File: config.mk
export PLATFORM = sky130hd
export DESIGN_NAME = seq_multiplier_flat
export DESIGN_NICKNAME = d
export VERILOG_FILES = /design/src/rtl/seq_multiplier_if.sv /design/src/rtl/seq_multiplier.sv /design/src/flat_wrapper.sv
export SDC_FILE = /design/constraint.sdc
export NUM_CORES = 1
export LEC_CHECK = 0
export CAP_MARGIN = 15
export CORE_MARGIN = 2
export CORE_UTILIZATION = 40
export DETAILED_ROUTE_END_ITERATION = 7
export SLEW_MARGIN = 25
export SYNTH_ARGS = -nofsm -noshare
export SYNTH_HDL_FRONTEND = slang
export SYNTH_SLANG_ARGS = --single-unit
File: constraint.sdc
create_clock -name clk -period 4.2 [get_ports clk]
set_clock_uncertainty 0.2 [all_clocks]
set_input_delay 0.63 -clock clk [delete_from_list [all_inputs] [get_ports clk]]
set_output_delay 0.63 -clock clk [all_outputs]
set_load 0.01 [all_outputs]
File: src/rtl/seq_multiplier_if.sv
// Operand/result bundle shared by the execute-stage mult/div unit and its issue/writeback side.
// MUL_HIGH_EN adds product_hi carrying the upper half of the double-width product.
interface seq_multiplier_if #(
    parameter int WIDTH = 64
);
    logic             valid_in;
    logic             ready;
    logic             is_signed;
    logic [WIDTH-1:0] multiplicand;
    logic [WIDTH-1:0] multiplier;
    logic [WIDTH-1:0] product;
    logic             valid_out;
`ifdef MUL_HIGH_EN
    logic [WIDTH-1:0] product_hi;
`endif

    modport master (
        output valid_in, is_signed, multiplicand, multiplier,
        input  ready, product, valid_out
`ifdef MUL_HIGH_EN
        , input product_hi
`endif
    );

    modport slave (
        input  valid_in, is_signed, multiplicand, multiplier,
        output ready, product, valid_out
`ifdef MUL_HIGH_EN
        , output product_hi
`endif
    );
endinterface

File: src/rtl/seq_multiplier.sv
// Iterative radix-2 shift-add multiplier on operand magnitudes with a final conditional negate.
// Define MUL_HIGH_EN to also produce the upper WIDTH bits on product_hi.
module seq_multiplier #(
    parameter int WIDTH = 64
) (
    input  logic            clk,
    input  logic            rst_n,
    seq_multiplier_if.slave mif
);
    localparam int CW = $clog2(WIDTH);
    localparam logic [CW-1:0] LAST = CW'(WIDTH - 1);

    typedef enum logic [2:0] {IDLE, ABS, CALC, FIX, DONE} state_t;

    state_t           state_reg, state_next;
    logic [WIDTH-1:0] mcand_reg;
    logic [WIDTH-1:0] mplr_reg;     // multiplier, shifted out as the low accumulator half fills
    logic [WIDTH-1:0] acc_hi_reg;
    logic [CW-1:0]    count_reg;
    logic             signed_reg;
    logic             neg_reg;
    logic [WIDTH-1:0] product_reg;
    logic [WIDTH:0]   sum;
    logic             ready_c;
    logic             valid_out_c;

`ifdef MUL_HIGH_EN
    logic [WIDTH-1:0]   product_hi_reg;
    logic [2*WIDTH-1:0] full_prod;
    logic [2*WIDTH-1:0] fixed_prod;

    always_comb begin
        full_prod  = {acc_hi_reg, mplr_reg};
        fixed_prod = neg_reg ? -full_prod : full_prod;
    end

    assign mif.product_hi = product_hi_reg;
`else
    logic [WIDTH-1:0] fixed_lo;

    // Low half of a two's-complement negate depends only on the low half.
    always_comb begin
        fixed_lo = neg_reg ? -mplr_reg : mplr_reg;
    end
`endif

    always_comb begin
        sum = {1'b0, acc_hi_reg} + (mplr_reg[0] ? {1'b0, mcand_reg} : '0);
    end

    always_ff @(posedge clk or negedge rst_n) begin
        if (!rst_n) begin
            state_reg <= IDLE;
        end else begin
            state_reg <= state_next;
        end
    end

    always_comb begin
        state_next  = state_reg;
        ready_c     = 1'b0;
        valid_out_c = 1'b0;
        case (state_reg)
            IDLE: begin
                ready_c = 1'b1;
                if (mif.valid_in) state_next = ABS;
            end
            ABS:  state_next = CALC;
            CALC: if (count_reg == LAST) state_next = FIX;
            FIX:  state_next = DONE;
            DONE: begin
                valid_out_c = 1'b1;
                state_next  = IDLE;
            end
            default: state_next = IDLE;
        endcase
    end

    always_ff @(posedge clk or negedge rst_n) begin
        if (!rst_n) begin
            mcand_reg      <= '0;
            mplr_reg       <= '0;
            acc_hi_reg     <= '0;
            count_reg      <= '0;
            signed_reg     <= 1'b0;
            neg_reg        <= 1'b0;
            product_reg    <= '0;
`ifdef MUL_HIGH_EN
            product_hi_reg <= '0;
`endif
        end else begin
            case (state_reg)
                IDLE: begin
                    if (mif.valid_in) begin
                        mcand_reg  <= mif.multiplicand;
                        mplr_reg   <= mif.multiplier;
                        signed_reg <= mif.is_signed;
                    end
                end
                ABS: begin
                    // The magnitude of the most negative value still fits as unsigned.
                    if (signed_reg && mcand_reg[WIDTH-1]) mcand_reg <= -mcand_reg;
                    if (signed_reg && mplr_reg[WIDTH-1])  mplr_reg  <= -mplr_reg;
                    neg_reg    <= signed_reg & (mcand_reg[WIDTH-1] ^ mplr_reg[WIDTH-1]);
                    acc_hi_reg <= '0;
                    count_reg  <= '0;
                end
                CALC: begin
                    acc_hi_reg <= sum[WIDTH:1];
                    mplr_reg   <= {sum[0], mplr_reg[WIDTH-1:1]};
                    count_reg  <= count_reg + 1'b1;
                end
                FIX: begin
`ifdef MUL_HIGH_EN
                    product_reg    <= fixed_prod[WIDTH-1:0];
                    product_hi_reg <= fixed_prod[2*WIDTH-1:WIDTH];
`else
                    product_reg    <= fixed_lo;
`endif
                end
                default: ;
            endcase
        end
    end

    assign mif.ready     = ready_c;
    assign mif.valid_out = valid_out_c;
    assign mif.product   = product_reg;
endmodule

File: src/flat_wrapper.sv
// flat-port wrapper written by rule: the top's interface ports become plain ports
module seq_multiplier_flat 
#(
    parameter int WIDTH = 64
)
  (clk, rst_n, mif_valid_in, mif_is_signed, mif_multiplicand, mif_multiplier, mif_ready, mif_product, mif_valid_out);
  seq_multiplier_if #(.WIDTH(WIDTH)) mif_i ();
  input  logic clk;
  input  logic rst_n;
  input wire logic [$bits(mif_i.valid_in)-1:0] mif_valid_in;
  input wire logic [$bits(mif_i.is_signed)-1:0] mif_is_signed;
  input wire logic [$bits(mif_i.multiplicand)-1:0] mif_multiplicand;
  input wire logic [$bits(mif_i.multiplier)-1:0] mif_multiplier;
  output wire logic [$bits(mif_i.ready)-1:0] mif_ready;
  output wire logic [$bits(mif_i.product)-1:0] mif_product;
  output wire logic [$bits(mif_i.valid_out)-1:0] mif_valid_out;
  assign mif_i.valid_in = mif_valid_in;
  assign mif_i.is_signed = mif_is_signed;
  assign mif_i.multiplicand = mif_multiplicand;
  assign mif_i.multiplier = mif_multiplier;
  assign mif_ready = mif_i.ready;
  assign mif_product = mif_i.product;
  assign mif_valid_out = mif_i.valid_out;
  seq_multiplier #(.WIDTH(WIDTH)) u_core (.clk(clk), .rst_n(rst_n), .mif(mif_i));
endmodule
== After elaboration in Yosys (flattened, before gate mapping) ==
Index checks and enable logic that the tools add are counted.

* Flip-flop bits (word level): 267
* Input port bits: 132
* Output and inout port bits: 66
* Word-level logic and storage cells: 48

* $add $sub $neg: 4
* Equality and inequality tests: 9
* Multiplexer cells: 15
* Bitwise logic cells: 2
* Reduce and logical (&&, ||, !) cells: 10

{| class="wikitable"
|+ Operator list
! kind !! number
|-
| 64-bit two-way mux || 6
|-
| 64-bit case mux with 2 select lines || 2
|-
| 64-bit case mux with 3 select lines || 1
|-
| 64-bit negation || 2
|-
| 64-bit by 65-bit adder with 65-bit output || 1
|-
| 3-bit case mux with 4 select lines || 1
|-
| 6-bit case mux with 2 select lines || 1
|-
| 6-bit by 1-bit adder with 6-bit output (second input constant) || 1
|-
| 3-bit by 2-bit == test with 1-bit output (second input constant) || 2
|-
| 6-bit == test (second input constant) || 1
|-
| 3-bit two-way mux || 2
|-
| 2-bit by 1-bit != test with 1-bit output (second input constant) || 3
|-
| 3-bit AND reduction || 2
|-
| 2-bit AND reduction || 2
|-
| 2-bit nonzero test || 2
|-
| 3-bit by 1-bit == test with 1-bit output (second input constant) || 1
|-
| 3-bit == test (second input constant) || 1
|-
| 3-bit zero test || 1
|-
| 3-bit nonzero test || 1
|-
| 1-bit logical AND || 2
|-
| 1-bit two-way mux || 2
|-
| 2-bit != test (second input constant) || 1
|-
| 1-bit bitwise AND || 1
|-
| 1-bit bitwise XOR || 1
|}

== Longest topological paths before layout ==
* Depth in word-level cells: 3
* Gate-level depth with buffers: 17
* Depth with buffers taken out: 15

== Worst setup path after synthesis ==
OpenSTA, ideal clock, no wires.

* Kind: register to register
* From: register u_core.mplr_reg[0]
* To: register u_core.acc_hi_reg[63]
* Library setup time: 77 ps
* Data arrival time: 3900 ps
* Data required time: 3923 ps
* Slack: 22 ps
* Stages on the path, launching flop included: 18
* Buffers on the path: 2
* Clock period less this slack: 4178 ps
* Cells stage by stage: dfrtp_1 clkbuf_1 inv_1 clkbuf_1 nor2_1 ha_1 inv_1 fa_1 nand2b_1 a21oi_1 o211ai_1 a2111oi_0 o21ai_0 o41ai_1 a21bo_2 a31oi_1 or3_1 a21oi_1

* Longest elaborated chain between the ends: 3

{| class="wikitable"
|+ RTL lines
! item !! RTL line !! text
|-
| start: declaration || seq_multiplier.sv:17 || <nowiki>logic [WIDTH-1:0] mplr_reg;</nowiki>
|-
| start signal: assignment || seq_multiplier.sv:96 || <nowiki>mplr_reg <= mif.multiplier;</nowiki>
|-
| start signal: assignment || seq_multiplier.sv:103 || <nowiki>if (signed_reg && mplr_reg[WIDTH-1]) mplr_reg <= -mplr_reg;</nowiki>
|-
| start signal: assignment || seq_multiplier.sv:110 || <nowiki>mplr_reg <= {sum[0], mplr_reg[WIDTH-1:1]};</nowiki>
|-
| 64-bit two-way mux || seq_multiplier.sv:48 || <nowiki>sum = {1'b0, acc_hi_reg} + (mplr_reg[0] ? {1'b0, mcand_reg} : '0);</nowiki>
|-
| 64-bit by 65-bit adder with 65-bit output || seq_multiplier.sv:48 ||
|-
| 64-bit case mux with 2 select lines || seq_multiplier.sv:92 || <nowiki>case (state_reg)</nowiki>
|-
| end signal: assignment || seq_multiplier.sv:109 || <nowiki>acc_hi_reg <= sum[WIDTH:1];</nowiki>
|-
| end: declaration || seq_multiplier.sv:18 || <nowiki>logic [WIDTH-1:0] acc_hi_reg;</nowiki>
|}

No other way between the ends.
A chain may end at the register's enable or synchronous reset.

== Final worst setup path ==
* From: register u_core.mplr_reg[0]
* To: register u_core.mplr_reg[22]

* Longest elaborated chain between the ends: 3

{| class="wikitable"
|+ RTL lines
! item !! RTL line
|-
| 64-bit negation || seq_multiplier.sv:103
|-
| 64-bit two-way mux || seq_multiplier.sv:103
|-
| 64-bit case mux with 3 select lines || seq_multiplier.sv:92
|}

No other way between the ends. The select of a mux whose other input is x is not followed.

==> out/summary.log <==
[critical_path] cell chain of the critical path inv_1 > buf_4 > ha_1 > or3b_2 > nand4bb_1 > or3_1 > or3_1 > or3_1 > or2_2 > nor3b_1 > a221oi_1 > o21ai_0
[floorplanning] effective utilization at floorplan 40.55%
[logic_synthesis] Synth Net Count 2544
[routing] antenna-violating nets left 0
[logic_synthesis] average cell area after synthesis 7.850 um2
[routing] post-detailed-route DRC marker count 0
[critical_path] end of the worst register-to-register path u_core.mplr_reg[22]
[clock_tree] Clk Tree Root Cell sky130_fd_sc_hd__clkbuf_16
[pwr] clock group share of total power 17.0%
[clock_tree] count of H-tree levels built during CTS 2
[pwr] power per standard cell area 729.7 nW/um2
[clock_tree] number of clock buffers inserted by TritonCTS 34
[logic_synthesis] number of enable flip-flop cells after synthesis 0
[clock_tree] clock insertion delay at the later pin of the skew report 0.55 ns
[timing] final number of setup-violating endpoints 0
[routing] count of routing violations after the opening detailed-route iteration 1405
[logic_synthesis] fraction of synthesis flops using an asynchronous set or reset pin 100.0%
[clock_tree] maximum buffer depth of the clock tree 3
[critical_path] arrival time reported for the critical path endpoint 4.21 ns
[routing] vias after detailed routing 17.99k
[clock_tree] Sink Count 267
[final_layout] Layout Cells excl Fill 3149
[timing] Hold Worst Slack 0.2741 ns
[place] HPWL after detailed placement 41.36 mm
[timing] number of hold violations in the final report 0
[critical_path] required time worst endpoint 4.41 ns
[hold_path] Hold Crit Class flop to flop
[clock_tree] TritonCTS clock tree done
[pwr] worst ir drop on vdd 353.8 uV
[final_layout] commonest non-fill, non-tap cells in the layout sky130_fd_sc_hd__nand2_1 (363), sky130_fd_sc_hd__o21ai_0 (337), sky130_fd_sc_hd__dfrtp_1 (266)
[pwr] internal power summed over all cells 8.914 mW
[place] total instance count after detailed placement 3085
[timing] maximum frequency from static timing analysis 250.0 MHz
[final_layout] final net count 2723
[logic_synthesis] number of warnings reported in the yosys synthesis log 0
[final_layout] area added between synthesis and finish 22.58%
[logic_synthesis] area of the mapped netlist 18400 um2
[critical_path] type of the worst setup path flop to flop
[critical_path] critical path capture point type flop
[critical_path] Buf+Inv Stages, Crit Path 2
[clock_tree] register clock-pin slew on the reported worst setup and hold paths 0.06 ns
[pwr] P_sw 7.546 mW
[routing] routed wire length per instance 18.39 um
[place] count of port buffers added during placement 197
[floorplanning] vertical extent of the die 218.5 um
[flow_run] Max Cap Viol 0
[logic_synthesis] fraction of the yosys area taken by sequential cells 36.31%
[global_route] initial antenna violation count 2
[timing] Final Cycle Share 95.24%
[global_route] GR Util All Layers 24.22%
[routing] Routed Wire Length 57.91 mm
[routing] TritonRoute pass-1 iters 7
[logic_synthesis] Netlist cell types 69
[floorplanning] chip width 218.5 um
[global_route] first-pass GRT wire length 93.51 mm
[final_layout] commonest non-fill, non-tap cell in the layout sky130_fd_sc_hd__nand2_1
[global_route] vias in the first global route 17.55k
[floorplanning] I/O pin count 198
[critical_path] number of cells on the worst reg-to-reg path 12
[final_layout] storage element area 6683 um2
[critical_path] top fanout value on the critical path 10
[place] weighted congestion at the end of routability-driven global placement 0.9077
[critical_path] CP max-delay cell sky130_fd_sc_hd__or3b_2
[status] run status finished, final reports clean
[critical_path] most used cell along the critical path sky130_fd_sc_hd__or3_1
[timing] Max-slew headroom 29.16%
[logic_synthesis] gate count after technology mapping 2344
[final_layout] layout cell share with drive strength beyond 1 7.934%
[pwr] Reg power frac 30.8%
[timing] Final min period 4.000 ns
[timing] unrepaired setup endpoints after global routing yes
[logic_synthesis] total of flip-flops plus latches after synthesis 267
[timing] Max Slew Vio Count 0
[final_layout] combined area of the multi-input logic cells 11010 um2
[final_layout] layout filler cell count 4436
[critical_path] highest cell delay on the worst timing path 0.47 ns
[floorplanning] site row count 78
[pwr] leakage 9.182 nW
[hold_path] Hold EP u_core.mif.product[38]
[routing] Via-to-Cell Ratio 5.713
[logic_synthesis] most used flip-flop cell after synthesis sky130_fd_sc_hd__dfrtp_1
[pwr] total power of the final layout 16.46 mW
[global_route] largest net degree at the start of global routing 118
[timing] setup_tns 0 ns
[hold_path] startpoint of the most critical hold path u_core.mif.product[38]
[critical_path] Reg2Reg Setup Slack 0.20 ns
[pwr] net switching share of the total power 45.85%
[timing] transition at the pin with the smallest max-transition slack 1.063 ns
[critical_path] CP delay by family, top simple AND/OR/NAND/NOR gates
[floorplanning] total die area 47730 um2
[global_route] total overflow reported by the global router 0
[critical_path] Reg-to-Reg Start u_core.mplr_reg[0]
[floorplanning] core area 45380 um2
[hold_path] Cells on Worst Hold Path 2
[pwr] combinational share of power 52.2%
[critical_path] Worst Setup Start Kind flop
==> per-layer routing <==
metal / track usage [%] / share of wire, % / vias up / routed length [um]
li1: - / - / 8759 / -
met1: 32.96 / 46 / 8605 / 26420
met2: 39.56 / 47 / 532 / 26960
met3: 3.382 / 5.3 / 95 / 3047
met4: 7.937 / 2.6 / 0 / 1487
met5: 0 / 0 / - / 0
==> worst max-delay path by stage <==
stage                        from               endpoint  slack (ns)  depth (start not counted)
3_5_place_dp   u_core.mplr_reg[0]  u_core.acc_hi_reg[63]        0.13                         16
6_report       u_core.mplr_reg[0]    u_core.mplr_reg[22]        0.20                         12
4_1_cts        u_core.mplr_reg[0]  u_core.acc_hi_reg[63]        0.07                         18
2_1_floorplan  u_core.mplr_reg[0]  u_core.acc_hi_reg[63]        0.02                         17
5_1_grt        u_core.mplr_reg[0]    u_core.mplr_reg[60]       -0.05                         14
3_3_place_gp   u_core.mplr_reg[0]  u_core.acc_hi_reg[63]        0.19                         18
==> Yosys cell counts, types with 3 or more instances <==
master,number,area [um2]
sky130_fd_sc_hd__o21a_1,5,37.54
sky130_fd_sc_hd__nand3b_1,5,37.54
sky130_fd_sc_hd__and2_1,62,387.9
sky130_fd_sc_hd__nor4_1,16,100.1
sky130_fd_sc_hd__dfrtp_1,267,6681
sky130_fd_sc_hd__nand4b_1,5,43.79
sky130_fd_sc_hd__a21o_1,32,240.2
sky130_fd_sc_hd__buf_2,3,15.01
sky130_fd_sc_hd__o22ai_1,34,212.7
sky130_fd_sc_hd__a211oi_1,12,90.09
sky130_fd_sc_hd__nand2b_1,15,93.84
sky130_fd_sc_hd__a22oi_1,17,127.6
sky130_fd_sc_hd__or3b_2,3,26.28
sky130_fd_sc_hd__xnor2_1,36,315.3
sky130_fd_sc_hd__a31oi_1,22,137.6
sky130_fd_sc_hd__or4_4,4,45.04
sky130_fd_sc_hd__ha_1,67,838.3
sky130_fd_sc_hd__o22a_1,3,26.28
sky130_fd_sc_hd__a22o_1,6,52.55
sky130_fd_sc_hd__o211ai_1,9,67.56
sky130_fd_sc_hd__mux2i_1,3,30.03
sky130_fd_sc_hd__or3_1,54,337.8
sky130_fd_sc_hd__a221oi_1,62,543.0
sky130_fd_sc_hd__o31ai_1,4,30.03
sky130_fd_sc_hd__nand4_1,23,143.9
sky130_fd_sc_hd__or4_1,18,135.1
sky130_fd_sc_hd__o21bai_1,18,135.1
sky130_fd_sc_hd__a21oi_1,166,830.8
sky130_fd_sc_hd__clkbuf_1,150,563.0
sky130_fd_sc_hd__nor3_1,75,375.4
sky130_fd_sc_hd__a21boi_0,6,45.04
sky130_fd_sc_hd__o21ai_0,338,1692
sky130_fd_sc_hd__nor2_1,147,551.8
sky130_fd_sc_hd__nand2_1,363,1363
sky130_fd_sc_hd__o21ai_1,3,15.01
sky130_fd_sc_hd__or2_2,14,87.58
sky130_fd_sc_hd__nor2b_1,8,50.05
sky130_fd_sc_hd__xor2_1,89,779.5
sky130_fd_sc_hd__nor3b_1,46,345.3
sky130_fd_sc_hd__buf_1,9,33.78
sky130_fd_sc_hd__nand3_1,43,215.2
sky130_fd_sc_hd__inv_1,44,165.2
sky130_fd_sc_hd__and3_1,6,37.54
==> power by group through the flow <==
stage | sequential (mW) | clock (mW) | combinational (mW)
floorplan | 4.63 | 0 | 5.91
global placement | 5.03 | 0 | 8.40
detailed placement | 5.08 | 0 | 8.55
CTS | 5.05 | 2.88 | 8.59
global route | 5.27 | 2.99 | 9.65
finish | 5.07 | 2.80 | 8.59
==> cell families (layout without fill, tap and decap cells) <==
group | count (synthesis) | in the layout | synth area share, %
simple gates | 917 | 917 | 24.34
compound gates | 756 | 756 | 24.26
flops | 267 | 267 | 36.31
buf+inv | 207 | 409 | 4.250
xor+xnor | 125 | 125 | 5.950
fa+ha+maj | 68 | 68 | 4.665
mux | 4 | 4 | 0.2244
other cells | 0 | 3 | 0
==> final cells by class <==
class	count	share of cell area [%]
clock inverter	13	0.4993
tap	600	3.328
multi-input combinational	1870	48.79
antenna	3	0.03328
inverter	44	0.7322
sequential	267	29.63
timing repair buffer	306	12.88
clock buffer	46	4.105
==> worst register-to-register path, delay by kind of cell, from the launching register on <==
family | cells | cell delay, ns
compound gates | 2 | 0.33
buf+inv | 2 | 0.32
fa+ha+maj | 1 | 0.23
flops | 1 | 0.41
simple gates | 7 | 2.39
==> metrics by stage <==
stage | utilization (%) | instance area [um2] | setup WS (ns)
after global routing | 49.69 | 22550 | -0.04931
final | 49.70 | 22560 | 0.1999
after floorplan | - | 18400 | 0.02219
after global placement | 47.24 | 21440 | 0.1948
after detailed placement | 47.26 | 21450 | 0.1328
after CTS | 49.55 | 22480 | 0.06743
==> repair_timing <==
action                                 in CTS  in global routing
gates resized for setup                     0                  7
hold buffers                                0                  1
buffers inserted                            0                  0
endpoints found under the hold margin       0                 47
setup endpoints to repair                   0                  8
Power figures use the tool's default switching activity.
